File: config.mk
export PLATFORM = sky130hd
export DESIGN_NAME = branch_pc_unit
export DESIGN_NICKNAME = d
export VERILOG_FILES = /design/src/rtl/riscv_pkg.sv /design/src/rtl/branch_cond.sv /design/src/rtl/branch_pc_unit.sv
export SDC_FILE = /design/constraint.sdc
export NUM_CORES = 1
export LEC_CHECK = 0
export CORE_ASPECT_RATIO = 0.5
export CORE_MARGIN = 3
export CORE_UTILIZATION = 47
export CTS_BUF_LIST = sky130_fd_sc_hd__clkbuf_4
export DETAILED_ROUTE_END_ITERATION = 8
export PLACE_DENSITY = 0.83
export SLEW_MARGIN = 0
export SYNTH_ARGS = -nofsm -noshare
export SYNTH_HDL_FRONTEND = slang
export SYNTH_SLANG_ARGS = --single-unit
File: constraint.sdc
create_clock -name clk -period 4.1 [get_ports clk]
set_clock_uncertainty 0.1 [all_clocks]
set_input_delay 0.41 -clock clk [delete_from_list [all_inputs] [get_ports clk]]
set_output_delay 0.41 -clock clk [all_outputs]
set_load 0.01 [all_outputs]
File: src/rtl/riscv_pkg.sv
// Shared RV32I definitions for the branch/PC stage.
//   - funct3 encodings of the supported conditional branches
//   - fault_cause encodings reported by branch_pc_unit
//   - RUN/TRAP state type of the PC-stage state machine
//   - default reset and trap-vector addresses
package riscv_pkg;

    localparam logic [2:0] F3_BEQ = 3'b000;
    localparam logic [2:0] F3_BNE = 3'b001;
    localparam logic [2:0] F3_BLT = 3'b100;
    localparam logic [2:0] F3_BGE = 3'b101;

    typedef enum logic [1:0] {
        CAUSE_NONE       = 2'b00,
        CAUSE_MISALIGNED = 2'b01,
        CAUSE_ILLEGAL    = 2'b10
    } cause_t;

    typedef enum logic {
        ST_RUN  = 1'b0,
        ST_TRAP = 1'b1
    } state_t;

    localparam logic [31:0] DEFAULT_RESET_PC = 32'h0000_0000;
    localparam logic [31:0] DEFAULT_TRAP_PC  = 32'h0000_0100;

endpackage

File: src/rtl/branch_cond.sv
// Conditional-branch evaluator.
//   funct3    in  3  branch condition select
//   Zero      in  1  ALU zero flag (A-B == 0)
//   Sign_Flag in  1  ALU result bit 31 (A-B < 0, overflow ignored)
//   taken     out 1  condition true for a supported encoding
//   illegal   out 1  funct3 is not BEQ/BNE/BLT/BGE
// Unsigned branches are rejected because the ALU provides no carry flag.
module branch_cond
    import riscv_pkg::*;
(
    input  logic [2:0] funct3,
    input  logic       Zero,
    input  logic       Sign_Flag,
    output logic       taken,
    output logic       illegal
);

    // NOTE: every output gets a default before the case so no path leaves
    // it unassigned; a missing default in always_comb infers a latch.
    always_comb begin
        taken   = 1'b0;
        illegal = 1'b0;
        case (funct3)
            F3_BEQ:  taken = Zero;
            F3_BNE:  taken = ~Zero;
            F3_BLT:  taken = Sign_Flag;
            F3_BGE:  taken = ~Sign_Flag;
            default: illegal = 1'b1;
        endcase
    end

endmodule

File: src/rtl/branch_pc_unit.sv
// Program-counter and branch-resolution stage.
//   clk, rst          rising-edge clock, synchronous active-high reset
//   stall             freeze PC, counter, state machine and trap
//   branch/jump/jalr  control-transfer kind (priority jalr > jump > branch)
//   funct3            branch condition select
//   Zero, Sign_Flag   ALU flags for branch resolution
//   ALUResult         JALR target (rs1+imm)
//   ImmExt            sign-extended B/J immediate
//   PC                registered current PC
//   PCPlus4           link value, combinational
//   PCTarget          resolved target, combinational
//   PCSrc             transfer taken this cycle, combinational
//   trap              one-cycle registered pulse when a fault is taken
//   fault             sticky fault flag, cleared only by rst
//   fault_cause       01 misaligned target, 10 illegal funct3, 00 none
//   instret           retired-instruction counter
module branch_pc_unit
    import riscv_pkg::*;
#(
    parameter logic [31:0] RESET_PC = DEFAULT_RESET_PC,
    parameter logic [31:0] TRAP_PC  = DEFAULT_TRAP_PC
) (
    input  logic        clk,
    input  logic        rst,
    input  logic        stall,
    input  logic        branch,
    input  logic        jump,
    input  logic        jalr,
    input  logic [2:0]  funct3,
    input  logic        Zero,
    input  logic        Sign_Flag,
    input  logic [31:0] ALUResult,
    input  logic [31:0] ImmExt,
    output logic [31:0] PC,
    output logic [31:0] PCPlus4,
    output logic [31:0] PCTarget,
    output logic        PCSrc,
    output logic        trap,
    output logic        fault,
    output logic [1:0]  fault_cause,
    output logic [31:0] instret
);

    logic [31:0] pc_r;
    logic [31:0] pc_n;
    state_t      state_r;
    state_t      state_n;
    logic        fault_r;
    cause_t      cause_r;
    logic [31:0] instret_r;

    logic        cond_taken;
    logic        cond_illegal;
    logic        is_branch;
    logic        illegal_now;
    logic        misaligned_now;
    logic        fault_take;
    cause_t      cause_now;

    branch_cond u_cond (
        .funct3    (funct3),
        .Zero      (Zero),
        .Sign_Flag (Sign_Flag),
        .taken     (cond_taken),
        .illegal   (cond_illegal)
    );

    // A branch flag raised alongside jump/jalr is ignored entirely, so it
    // can neither redirect nor raise an illegal-funct3 fault.
    assign is_branch = branch & ~jump & ~jalr;

    assign PCPlus4  = pc_r + 32'd4;
    assign PCTarget = jalr ? {ALUResult[31:1], 1'b0} : pc_r + ImmExt;
    assign PCSrc    = jalr | jump | (is_branch & cond_taken & ~cond_illegal);

    assign illegal_now    = is_branch & cond_illegal;
    assign misaligned_now = PCSrc & PCTarget[1];
    assign cause_now      = illegal_now ? CAUSE_ILLEGAL : CAUSE_MISALIGNED;

    // Faults are taken only from RUN; the TRAP cycle always drains back to
    // RUN, and nothing is recorded while the pipeline is stalled.
    assign fault_take = ~stall & (state_r == ST_RUN) & (illegal_now | misaligned_now);

    always_comb begin
        state_n = state_r;
        pc_n    = pc_r;
        if (!stall) begin
            if (fault_take) begin
                state_n = ST_TRAP;
                pc_n    = TRAP_PC;
            end else begin
                state_n = ST_RUN;
                pc_n    = PCSrc ? PCTarget : PCPlus4;
            end
        end
    end

    // NOTE: state registers use non-blocking assignments so every flop
    // samples the pre-edge values regardless of statement order.
    always_ff @(posedge clk) begin
        if (rst) begin
            pc_r      <= RESET_PC;
            state_r   <= ST_RUN;
            fault_r   <= 1'b0;
            cause_r   <= CAUSE_NONE;
            instret_r <= '0;
        end else if (!stall) begin
            pc_r    <= pc_n;
            state_r <= state_n;
            if (fault_take) begin
                fault_r <= 1'b1;
                cause_r <= cause_now;
            end else begin
                instret_r <= instret_r + 32'd1;
            end
        end
    end

    assign PC          = pc_r;
    assign trap        = (state_r == ST_TRAP);
    assign fault       = fault_r;
    assign fault_cause = cause_r;
    assign instret     = instret_r;

endmodule

## Word-level counts from Yosys, hierarchy flattened

Index checks and enable logic that the tools add are counted.

| storage, ports and cells | value |
|---|---|
| register bits after elaboration | 68 |
| bits of input ports | 75 |
| logic and storage cells | 40 |

| operators by class | value |
|---|---|
| eq/ne operators | 3 |
| reductions and logical operators | 4 |
| $add $sub $neg | 3 |
| bitwise operators | 18 |
| multiplexer cells | 7 |

Operators by type and width:

| kind | count |
|---|---|
| 32-bit two-way mux | 3 |
| 32-bit by 1-bit adder with 32-bit output (second input constant) | 1 |
| 32-bit by 3-bit adder with 32-bit output (second input constant) | 1 |
| 32-bit adder | 1 |
| 1-bit AND | 8 |
| 1-bit NOT | 7 |
| 3-bit equality test (second input constant) | 2 |
| 1-bit one-hot mux with 4 select lines | 1 |
| 2-bit AND reduction | 2 |
| 4-bit OR reduction | 1 |
| 3-bit by 1-bit equality test with 1-bit output (second input constant) | 1 |
| 3-bit logical NOT | 1 |
| 1-bit bitwise OR | 3 |
| 1-bit two-way mux | 2 |
| 2-bit two-way mux | 1 |

## Logic depth before layout (Yosys ltp)

| depth | value |
|---|---|
| depth in word-level cells | 11 |
| gate-level depth with buffers | 12 |
| mapped depth without buffers | 12 |

## Cells and area by module

A second synthesis with hierarchy kept.

| second synthesis, totals | value |
|---|---|
| cell total of the unflattened synthesis | 820 |
| area total of the unflattened synthesis | 6,012.0 µm² |

By module, submodules not included:

| module | cells an instance | area an instance (µm²) | times used | sequential area each (µm²) |
|---|---|---|---|---|
| branch_pc_unit | 815 | 5,975.7 | 1 | 1,361.3 |
| branch_cond | 5 | 36.3 | 1 | 0.0 |

## Worst setup path after synthesis

No wires, ideal clock.

| path | value |
|---|---|
| path type | register to output |
| from | reg pc_r[2], in the netlist PC[2] |
| to | out PCTarget[30] |
| stages on the path, launching flop included | 11 |
| buffers on the path | 0 |
| setup slack | 0.840 ns |
| data arrival time | 2.750 ns |
| data required time | 3.590 ns |
| path through | dfxtp_1 ha_1 nor2b_1 o21ai_2 a21oi_1 o41a_1 a41o_1 a211o_1 a31oi_1 xor2_1 a21boi_0 |

| on the way | value |
|---|---|
| word-level cells in the longest chain between the ends | 2 |

RTL lines:

| item | line | source |
|---|---|---|
| start: declaration | branch_pc_unit.sv:44 | `logic [31:0] pc_r;` |
| start signal: assignment | branch_pc_unit.sv:108 | `pc_r <= pc_n;` |
| 32-bit adder | branch_pc_unit.sv:73 | `assign PCTarget = jalr ? {ALUResult[31:1], 1'b0} : pc_r + ImmExt;` |
| 32-bit two-way mux | branch_pc_unit.sv:73 |  |
| end: declaration | branch_pc_unit.sv:36 | `output logic [31:0] PCTarget,` |

Every way passes these cells.

## Worst setup path in the final report

| path | value |
|---|---|
| from | in ImmExt[3] |
| to | out PCTarget[27] |

| on the way | value |
|---|---|
| word-level cells in the longest chain between the ends | 2 |

RTL lines:

| item | line | source |
|---|---|---|
| start: declaration | branch_pc_unit.sv:33 | `input logic [31:0] ImmExt,` |
| 32-bit adder | branch_pc_unit.sv:73 |  |
| 32-bit two-way mux | branch_pc_unit.sv:73 |  |

Every way passes these cells.

==> key figures <==
Run status
  – Status: finished clean

STA
  – Fmax: 0.248 GHz
  – Fin crit share: 98.2%
  – Final Hold Vio Count: 0
  – # setup viols final: 0
  – Final Hold Slack: 304 ps
  – Slew Viols, Final: 0
  – RSZ-0062 raised after global routing: yes
  – Setup WS post-layout: 75.2 ps
  – Slew headroom: 42.2%
  – Min Tclk post-route: 4020 ps
  – Slew @ Worst Pin: 860 ps

GRT
  – Total grt overflow: 0
  – Number of global-route vias before repair: 6,625
  – First-pass GRT wire length: 34.4 mm
  – Initial antenna violation count: 0
  – All-Layer GR Usage: 30.7%
  – Pin count of the biggest net entering global routing: 35

Critical path
  – CP Launch Type: input port
  – Buf/Inv on CP: 5
  – Setup crit end kind: output pin
  – Max Fanout on Critical Path: 2
  – CP Data Required Time: 3590 ps
  – Max stage delay on crit path: 540 ps
  – WS Path Type: input port to output pin
  – CP top delay family: buffers and inverters
  – Register-to-register setup slack: 790 ps
  – CP max-delay cell: clkdlybuf4s50_1
  – Most frequent CP cell: buf_4
  – Critical-path cell list: clkdlybuf4s50_1 -> ha_1 -> a21o_1 -> a21oi_2 -> a21oi_1 -> buf_4 -> o211ai_1 -> buf_4 -> a21oi_2 -> a211oi_2 -> o21ai_1 -> mux2i_1 -> buf_4 -> and2_1 -> clkdlybuf4s50_1
  – Worst path arrival time: 3510 ps

Finish
  – Final nets: 1,121
  – Area growth syn-to-layout: 48.3%
  – Design area: 8480 µm²
  – Share of cells above drive strength 1: 11.1%
  – N_diodes: 0

Detailed routing
  – Post-DRT Antenna Nets: 0
  – Drt first pass iters: 5
  – Routed vias: 6,841
  – Post-Route WL: 21.6 mm
  – Drt via density: 5.82
  – Initial drt markers: 625
  – Avg WL per Cell: 18.4 µm
  – Drc violations: 0

Clock network
  – CTS root buffer: clkbuf_4
  – Total CTS buffers: 9
  – Clk slew on worst S/H paths: 140 ps
  – Clk_lat worst skew: 450 ps
  – Clock Sinks: 68
  – Number of H-tree levels: 3
  – Hold-fix buffers at CTS: 0
  – Max Root-Sink Buffers: 2
  – CTS tree: yes

Synth
  – Asr flop ratio synth: 0%
  – Synth area leader: dfxtp_1
  – Top_reg_cell synth: dfxtp_1
  – Mapped cell area: 5720 µm²
  – Top cell type's share of synthesized area: 23.8%
  – Syn Area/Cell: 7.35 µm²
  – Post-synth cell types: 67
  – Post-synthesis sequential area ratio: 23.8%
  – Top post-synthesis cells by area: dfxtp_1 24%, ha_1 7.2%, xnor2_1 6.6%
  – Cells after Synth: 778
  – Syn Nets: 887
  – EDFF count, synth: 0
  – Ys Warns: 0
  – Number of synthesized register bits: 68

Hold path
  – Min-Delay Path Class: input port to register

Placed design
  – HPWL after detailed placement: 16.6 mm
  – RePlAce Congestion: 0.918
  – DP Area: 8200 µm²
  – IO Port Bufs: 206
  – Worst slack at placement: -216 ps

Floorplanning
  – Die span in x: 162 µm
  – Io pins: 208
  – Chip height: 84.0 µm
  – Core box area: 11,400 µm²
  – Starting Density: 50.1%
  – Die Area: 13,600 µm²
  – Row cnt: 27

Pwr
  – Worst IR Drop VDD: 135 µV
  – Leakage power total: 0.00349 µW
  – Power per cell area: 264 nW/µm²

Flow run
  – Max-Cap Viols: 0
through the flow:
step | cells | utilization [%] | power (µW) | setup TNS [ps]
2_1_floorplan | 778 | - | 1250 | 0
3_3_place_gp | 1156 | 71.8 | 1720 | -788
3_5_place_dp | 1156 | 71.8 | 1730 | -1350
4_1_cts | 1174 | 73.7 | 2230 | -1.63
5_1_grt | 1176 | 74.3 | 2350 | -77.8
6_report | 1176 | 74.3 | 2240 | 0
layout make-up:
type	instances	area, µm²
Tap cell	159	199
Fill cell	922	2940
Clock inverter	7	75.1
Clock buffer	9	67.6
Multi-Input combinational cell	647	4210
Sequential cell	68	1370
Inverter	24	90.1
Timing Repair Buffer	262	2470
routing by layer:
layer  vias to the layer above  global-route usage [%]  part of all wire (%)
li1                       3269                       -                     -
met1                      3239                    39.7                    43
met2                       291                    53.1                    47
met3                        42                    5.05                   7.4
met4                         0                    8.05                   2.3
met5                         -                       0                     0
state kept, by name (all words and copies together), names as in the netlist:
name,cells
fault_cause,2
trap,1
fault,1
PC,32
instret,32
Yosys cell counts (all sizes together), types with 3 or more instances:
master   instances
xnor2           43
a2bb2oi          3
nor2            80
a21oi           55
a32o             5
and2             4
inv             23
a21boi           6
nor3            18
o21a             6
a22oi            4
ha              33
o211ai           8
a31o             3
a211oi           5
clkbuf          29
nor4             3
and3            16
nor2b            6
o21ai           64
o2111ai          5
or2              3
or3              5
a21o            15
dfxtp           68
buf             10
nand2b          12
nand2           90
o21bai           8
nand3           27
o31ai            4
a31oi            9
mux2i            9
nand4           25
xor2            40
power by group:
group          internal, µW  switching [µW]
sequential              694            47.5
clock                   189             296
combinational           497             516
total                  1380             859
cell usage in the layout, fill, tap and decap left out, drive strengths merged, types with 6 or more instances in the layout:
cell type      instances
dlymetal6s2s           6
nand4                 25
a31oi                  9
dfxtp                 68
inv                   24
ha                    33
o21a                   6
a21boi                 6
o21ai                 64
nor2                  80
and3                  16
nor2b                  6
nand2b                12
xor2                  40
nor3                  18
o211ai                 8
clkbuf                11
clkdlybuf4s50        189
o21bai                 8
xnor2                 43
a21oi                 55
a21o                  15
nand3                 27
buf                   58
clkinv                 6
nand2                 90
mux2i                  9
worst reg2reg max path, cell delays in order, from the launching register on:
cell and delay [ps]:
dfxtp_2 360, ha_1 200, inv_1 90, fa_2 220
nor2b_2 50, o21ai_2 150, a21oi_2 90, o41a_1 440
a41o_1 340, a211o_1 360, buf_4 160, buf_4 140
a311o_1 340, a21oi_1 140, o21ai_1 70
final timing paths:
path | endpoint | start | depth (start not counted)
setup / recovery | PCTarget[27] | ImmExt[3] | 15
hold / removal | instret[31] | rst | 2
setup reg to reg | PC[30] | PC[0] | 14
hold reg to reg | fault | fault | 2
cells by family (layout without fill, tap and decap cells):
family / after synthesis / in the layout / share of synthesized area (%)
AND/OR/NAND/NOR: 297 / 297 / 24.6
AO/OA/AOI/OAI: 224 / 224 / 25.4
XOR/XNOR: 83 / 83 / 12.7
flip-flops: 68 / 68 / 23.8
buffers and inverters: 63 / 302 / 4.38
adder cells (fa/ha/maj): 34 / 34 / 7.57
multiplexers: 9 / 9 / 1.58
what timing repair did:
action                                  CTS  global route
pin swaps                                 6             7
setup buffers                             2             2
resized for setup                        24            27
gates cloned                              0             0
hold endpoints to repair                  0             0
endpoints found under the setup margin   13            11
No activity file was read; power rests on OpenSTA's default activity.
